$ cat src/rtl/instr_fetch_mem.sv
// instr_fetch_mem: synchronous instruction store with fetch handshake, program-load port and range faults.
// Define INSTR_FETCH_MEM_PREFETCH_EN to add a one-entry sequential prefetch buffer.
module instr_fetch_mem #(
    parameter int                DATA_W   = 16,
    parameter int                ADDR_W   = 16,
    parameter int                DEPTH    = 256,
    parameter logic [DATA_W-1:0] NOP_WORD = DATA_W'(16'h0000)
) (
    input  logic              clk,
    input  logic              reset,
    input  logic              fetch_req,
    input  logic [ADDR_W-1:0] fetch_addr,
    output logic              fetch_ready,
    output logic              fetch_valid,
    output logic [DATA_W-1:0] fetch_instr,
    output logic              fetch_err,
    input  logic              fetch_ack,
    input  logic              load_we,
    input  logic [ADDR_W-1:0] load_addr,
    input  logic [DATA_W-1:0] load_data
);
    localparam int IDX_W = DEPTH > 1 ? $clog2(DEPTH) : 1;
    localparam logic [ADDR_W:0] DEPTH_X = (ADDR_W+1)'(DEPTH);
    typedef enum logic [1:0] {IDLE, ADDR, DATA, OUT} state_t;
    state_t state_q, state_d;
    logic [DATA_W-1:0] mem [DEPTH];
    logic [ADDR_W-1:0] addr_q;
    logic [DATA_W-1:0] arr_q, instr_q, pf_word;
    logic err_q, src_pf_q, accept, addr_oor, hit, pf_rd_en, rd_en;
    logic [IDX_W-1:0] pf_idx;
    assign fetch_ready = state_q == IDLE && !load_we;
    assign accept      = fetch_req && fetch_ready;
    assign addr_oor    = {1'b0, addr_q} >= DEPTH_X;
    assign fetch_valid = state_q == OUT;
    assign fetch_instr = instr_q;
    assign fetch_err   = err_q;
    // single read port: the fetch owns it in ADDR, the prefetcher borrows it while idle
    assign rd_en = state_q == ADDR ? !addr_oor : pf_rd_en;
    always_comb begin
        state_d = state_q;
        case (state_q)
            IDLE:    state_d = accept ? (hit ? DATA : ADDR) : IDLE;
            ADDR:    state_d = DATA;
            DATA:    state_d = OUT;
            OUT:     state_d = fetch_ack ? IDLE : OUT;
            default: state_d = IDLE;
        endcase
    end
    always_ff @(posedge clk) begin
        if (load_we && {1'b0, load_addr} < DEPTH_X) mem[load_addr[IDX_W-1:0]] <= load_data;
        if (rd_en) arr_q <= mem[state_q == ADDR ? addr_q[IDX_W-1:0] : pf_idx];
        if (accept) begin
            addr_q   <= fetch_addr;
            src_pf_q <= hit;
        end
    end
    always_ff @(posedge clk) begin
        if (reset) begin
            state_q <= IDLE;
            instr_q <= '0;
            err_q   <= 1'b0;
        end else begin
            state_q <= state_d;
            if (state_q == DATA) begin
                instr_q <= src_pf_q ? pf_word : addr_oor ? NOP_WORD : arr_q;
                err_q   <= !src_pf_q && addr_oor;
            end
        end
    end
`ifdef INSTR_FETCH_MEM_PREFETCH_EN
    logic [ADDR_W-1:0] pf_addr_q;
    logic [DATA_W-1:0] pf_data_q;
    logic [ADDR_W:0]   next_x;
    logic pf_pend_q, pf_rd_q, pf_valid_q, pf_start, pf_kill;
    // range check on the unwrapped successor so the top address never prefetches 0
    assign next_x   = {1'b0, addr_q} + 1'b1;
    assign pf_start = state_q == OUT && fetch_ack && !err_q && next_x < DEPTH_X &&
                      !(load_we && load_addr == next_x[ADDR_W-1:0]);
    assign pf_kill  = load_we && load_addr == pf_addr_q;
    assign hit      = pf_valid_q && fetch_addr == pf_addr_q;
    assign pf_rd_en = pf_pend_q;
    assign pf_idx   = pf_addr_q[IDX_W-1:0];
    assign pf_word  = pf_data_q;
    always_ff @(posedge clk) begin
        if (reset || accept) begin
            pf_pend_q  <= 1'b0;
            pf_rd_q    <= 1'b0;
            pf_valid_q <= 1'b0;
        end else begin
            pf_pend_q  <= pf_start;
            pf_rd_q    <= pf_pend_q && !pf_kill;
            pf_valid_q <= (pf_valid_q || pf_rd_q) && !pf_kill;
        end
        if (pf_start) pf_addr_q <= next_x[ADDR_W-1:0];
        if (pf_rd_q) pf_data_q <= arr_q;
    end
`else
    assign hit      = 1'b0;
    assign pf_rd_en = 1'b0;
    assign pf_idx   = addr_q[IDX_W-1:0];
    assign pf_word  = '0;
`endif
endmodule

$ cat config.mk
export PLATFORM = sky130hd
export DESIGN_NAME = instr_fetch_mem
export DESIGN_NICKNAME = d
export VERILOG_FILES = /design/src/rtl/instr_fetch_mem.sv
export SDC_FILE = /design/constraint.sdc
export NUM_CORES = 2
export LEC_CHECK = 0
export ABC_CLOCK_PERIOD_IN_PS = 2900
export CAP_MARGIN = 5
export CORE_MARGIN = 8
export CORE_UTILIZATION = 31
export DETAILED_ROUTE_END_ITERATION = 10
export DONT_BUFFER_PORTS = 1
export SKIP_LAST_GASP = 1
export SLEW_MARGIN = 40
export SYNTH_ARGS = -nofsm -noshare
export SYNTH_HDL_FRONTEND = slang
export SYNTH_SLANG_ARGS = --single-unit
export TNS_END_PERCENT = 20
$ cat constraint.sdc
create_clock -name clk -period 2.9 [get_ports clk]
set_input_delay 0.29 -clock clk [delete_from_list [all_inputs] [get_ports clk]]
set_output_delay 0.29 -clock clk [all_outputs]
set_load 0.01 [all_outputs]
; ---- Word level (Yosys, flattened, before mapping)
; Memories as Yosys holds them, arrays and structs flattened. A register that Yosys moved wholly into a read port is not among the register bits.
; Cells that the tools add are included.
[classes]
n_eq_ne = 3
reduce_logical = 6
mux = 7
magnitude_cmp = 2
[op_table]
columns = op, count
row1 = 16-bit by 9-bit >= comparator with 1-bit output (second input constant), 1
row2 = 16-bit by 9-bit less-than comparator with 1-bit output (second input constant), 1
row3 = 16-bit 2-to-1 mux, 1
row4 = 2-bit one-hot mux with 4 select lines, 1
row5 = 2-bit equality test (second input constant), 2
row6 = 1-bit 2-to-1 mux, 4
row7 = 1-bit logical AND, 3
row8 = 2-bit by 1-bit equality test with 1-bit output (second input constant), 1
row9 = 1-bit zero test, 2
row10 = 2-bit zero test, 1
row11 = 2-bit 2-to-1 mux, 1
[word_totals]
ff_bits = 35
output_inout_bits = 19
elab_cells = 23
mem_bits_rw = 4096
mem_count = 1
[mem_list]
columns = name, depth, word_bits, rd, rd_ports_with_merged_regs, write_ports, line_no
row1 = mem, 256, 16, 1, 1, 1, 26  ; logic [DATA_W-1:0] mem [DEPTH];

; ---- Logic depth before layout (Yosys ltp)
[logic_depth]
depth_word = 5
mapped_depth = 13
depth_no_buf = 7

; ---- Worst setup path after synthesis
; Ideal clock, no wire load.
[synth_path]
path_type = input port to flip-flop
startpoint = input port load_addr[13]
endpoint = memory mem[221][0], enable pin
required_time_ps = 2512
arrival_time_ps = 2261
n_path_buf = 1
path_slack_ps = 250
path_stages = 6
path_cell_list = nor4_1 > nand4_1 > nor3b_1 > nand3_1 > clkbuf_1 > nor2_1
[synth_between]
elab_chain_len = 4
[synth_rtl]
columns = element, line_no
row1 = "start, declared", 19  ; input logic [ADDR_W-1:0] load_addr,
row2 = 16-bit by 9-bit less-than comparator with 1-bit output, 50  ; if (load_we && {1'b0, load_addr} < DEPTH_X) mem[load_addr[IDX_W-1:0]] <= load_data;
row3 = 1-bit logical AND, 50
row4 = 1-bit 2-to-1 mux, 50
row5 = 1-bit 2-to-1 mux (implied by the code), 50
row6 = "end, declared", 26
; No other way between the ends.

; ---- Final worst setup path
[layout_path]
startpoint = register addr_q[1]
endpoint = register arr_q[14], read port of mem, data pin
[layout_between]
elab_chain_len = 3
[layout_rtl]
columns = element, line_no
row1 = "start, declared", 27  ; logic [ADDR_W-1:0] addr_q;
row2 = "start signal, assigned", 53  ; addr_q <= fetch_addr;
row3 = 16-bit by 9-bit >= comparator with 1-bit output, 33  ; assign addr_oor = {1'b0, addr_q} >= DEPTH_X;
row4 = 1-bit zero test, 38  ; assign rd_en = state_q == ADDR ? !addr_oor : pf_rd_en;
row5 = 1-bit 2-to-1 mux, 38
row6 = "end, declared", 28  ; logic [DATA_W-1:0] arr_q, instr_q, pf_word;
; Parallel ways exist; a longest one is shown, timed or not.
; A chain may end at the register's enable or synchronous reset.

==> impl_metrics.json <==
{
  "synthDistinctLibCells": 57,
  "yosys.area_share.simple_pct": 2.25,
  "power_density_mw_per_mm2": 648,
  "startpoint": "addr_q[1]",
  "status": "complete, but fails checks",
  "drtIter0Drc": 9943,
  "worst_pin_slew_ps": 1770,
  "antenna_found_initial": 28,
  "clock.fmax_ghz": 0.286,
  "firstDrtPassIters": 5,
  "grt-ovfl-total": 0,
  "crit_end": "arr_q[14]",
  "power.leakage_nw": 61.1,
  "clock_path_buffers": 4,
  "synth_flop_cell": "edfxtp_1",
  "final-hold-violation-count": 2520,
  "numClockSinks": 4147,
  "dp_slack_ps": -1330,
  "timing.hold.ws_ps": -593,
  "synthMuxAreaShare_pct": 15.5,
  "r2r_end": "arr_q[14]",
  "antenna_left": 0,
  "synth_compound_area_share_pct": 2.86,
  "path_max_fanout": 15,
  "cts_tree": "yes",
  "h-tree-depth": 5,
  "start_util_pct": 31.1,
  "final_layout_size_suffix_gt1_share_pct": 30.8,
  "num_io_pins": 72,
  "synth_top_family_by_area": "multiplexers",
  "layoutNonFillerInstCount": 15800,
  "relSlewSlack_pct": -17.8,
  "violations": "hold timing, slew limit, setup timing",
  "yosys_register_bits": 4147,
  "place.gp.congestion": 0.863,
  "core_mm2": 0.516,
  "syn_inst": 7451,
  "vias": 82700,
  "crit_type": "flop to flop",
  "die_h_um": 735,
  "yosys_warnings": 0,
  "clk_pin_slew_worst_paths_ps": 70,
  "syn-mean-instance-area_um2": 21.5,
  "grt_max_degree": 257,
  "clk_latency_ps": 1030,
  "worst_slack_ps": -598,
  "finalSetupViolCount": 16,
  "wl_per_cell_um": 28.3,
  "synth_enable_flop_cells": 4128,
  "yosysMostFrequentCell": "edfxtp_1",
  "r2r_setup_slack_ps": -600,
  "start_kind": "flop",
  "required_ps": 3730,
  "yosysTopAreaCell": "edfxtp_1",
  "cts_inserted_buffers": 407,
  "yosysTopAreaCellShare_pct": 77.4,
  "dp_hpwl_um": 266000,
  "die_w_um": 735,
  "via_per_inst": 5.23,
  "drv_cap": 0,
  "ys_seq_area_share_pct": 77.6,
  "drv_slew": 88,
  "peakVddDrop_uv": 506,
  "synth_fa_ha_area_share_pct": 0,
  "area_growth_pct": 20.2,
  "worst_r2r_startpoint": "addr_q[1]",
  "layout.nets": 8580,
  "first_global_vias": 82400,
  "r2r_cells": 11,
  "endpoint_kind": "flop",
  "drcViolationCount": 0,
  "synth-async-reset-ratio_pct": 0,
  "dpl.cell_count": 14900,
  "synth_common_cells": "4128 x edfxtp_1, 892 x mux4_2, 469 x mux2i_1",
  "netlist_area_mm2": 0.160,
  "fin_skew_ps": 95.2,
  "hp-class": "input pin to flop",
  "grt_use_total_pct": 15.9,
  "syn-num-nets": 7504,
  "fin_crit_ps": 3500,
  "totalWireLength_um": 448000,
  "rsz0062_at_grt": "yes",
  "synth_area_leaders": "edfxtp_1 77%, mux4_2 13%, mux2i_1 2.9%",
  "portBuffers": 0,
  "die-area_mm2": 0.540,
  "yosys.area_share.xor_xnor_pct": 0,
  "cts_root_buf": "clkbuf_16",
  "period_share_pct": 121,
  "rows": 264,
  "critPathArrivalTime_ps": 4330,
  "grt_pass1_wl_um": 629000
}
==> routing by layer <==
metal / part of all wire [%] / GRT usage [%]
met5: 0.020 / 0
met4: 3.0 / 4.56
met3: 9.8 / 3.47
met2: 46 / 25.1
met1: 41 / 22.3
==> placed cells by master, fill, tap and decap left out, types with 76 or more instances in the layout <==
| cell | count |
|---|---|
| edfxtp_1 | 4128 |
| mux4_2 | 893 |
| buf_4 | 791 |
| mux2i_1 | 464 |
| clkbuf_16 | 415 |
| nor2_1 | 304 |
| buf_12 | 212 |
| nand2_1 | 169 |
| a21oi_1 | 166 |
| o221ai_1 | 155 |
| nor3_1 | 117 |
| o22ai_1 | 113 |
| clkbuf_1 | 90 |
| clkinv_2 | 77 |
| clkinv_1 | 76 |
==> power by group <==
part           switching (mW)  leakage (nW)  internal, mW
Clock                    23.0          6.52          30.2
Sequential             0.0157          37.2          65.9
Combinational            3.12          17.3          2.45
Total                    26.1          61.1          98.6
==> worst min path at each step <==
stage                  start           to  slack, ps  depth (start not counted)
2_1_floorplan      fetch_ack   state_q[1]        390                          1
3_3_place_gp           reset   state_q[0]        370                          1
3_5_place_dp           reset   state_q[1]        370                          1
4_1_cts        load_data[15]  mem[63][15]       -670                          0
5_1_grt        load_data[15]  mem[51][15]       -650                          0
6_report       load_data[15]  mem[51][15]       -590                          0
==> cell families after synthesis <==
logic type             Yosys count
AOI/OAI and AO/OA              671
buffers and inverters          447
DFF                           4147
muxes                         1363
and+or+nand+nor                823
==> flip-flops by register name, indices dropped and copies added, names as in the netlist <==
register and cells:
fetch_err 1, arr_q 16, addr_q 16, mem 4096
fetch_instr 16, state_q 2
==> what timing repair did <==
item	CTS	global route
endpoints found under the setup margin	16	16
hold endpoints to repair	4065	3579
pin swaps	26	14
resized for setup	104	83
hold buffers	46	3
gates cloned	10	6
setup buffers	21	4
==> critical path: stages (launching register included) <==
cell and delay (ps):
edfxtp_1 440, buf_12 170, or2_4 360, buf_4 250
buf_4 260, o221ai_1 340, buf_4 180, nor3_1 40
o21ai_1 280, nand4_1 390, buf_4 280, a2111oi_2 280
==> area by class of cell <==
cell class | instances | area (um2)
Clock buffer | 503 | 10600
Timing Repair Buffer | 1110 | 12000
Clock inverter | 252 | 2780
Antenna cell | 17 | 42.5
Tap cell | 6916 | 8650
Multi-Input combinational cell | 2857 | 34000
Inverter | 4 | 28.8
Fill cell | 46200 | 323000
Sequential cell | 4147 | 124000
==> metrics by stage <==
stage	util (%)	power (mW)	cell area [um2]	setup TNS [ps]	hold slack [ps]
global placement	34.3	72.1	177000	-15780	369
finish	37.3	125	192000	-8190	-593
CTS	37.2	125	192000	-8240	-669
detailed placement	34.3	72.2	177000	-16290	370
global route	37.3	128	192000	-8970	-648
floorplan	-	70.1	160000	0	386
Note: power is estimated with default switching activity, not from simulation.
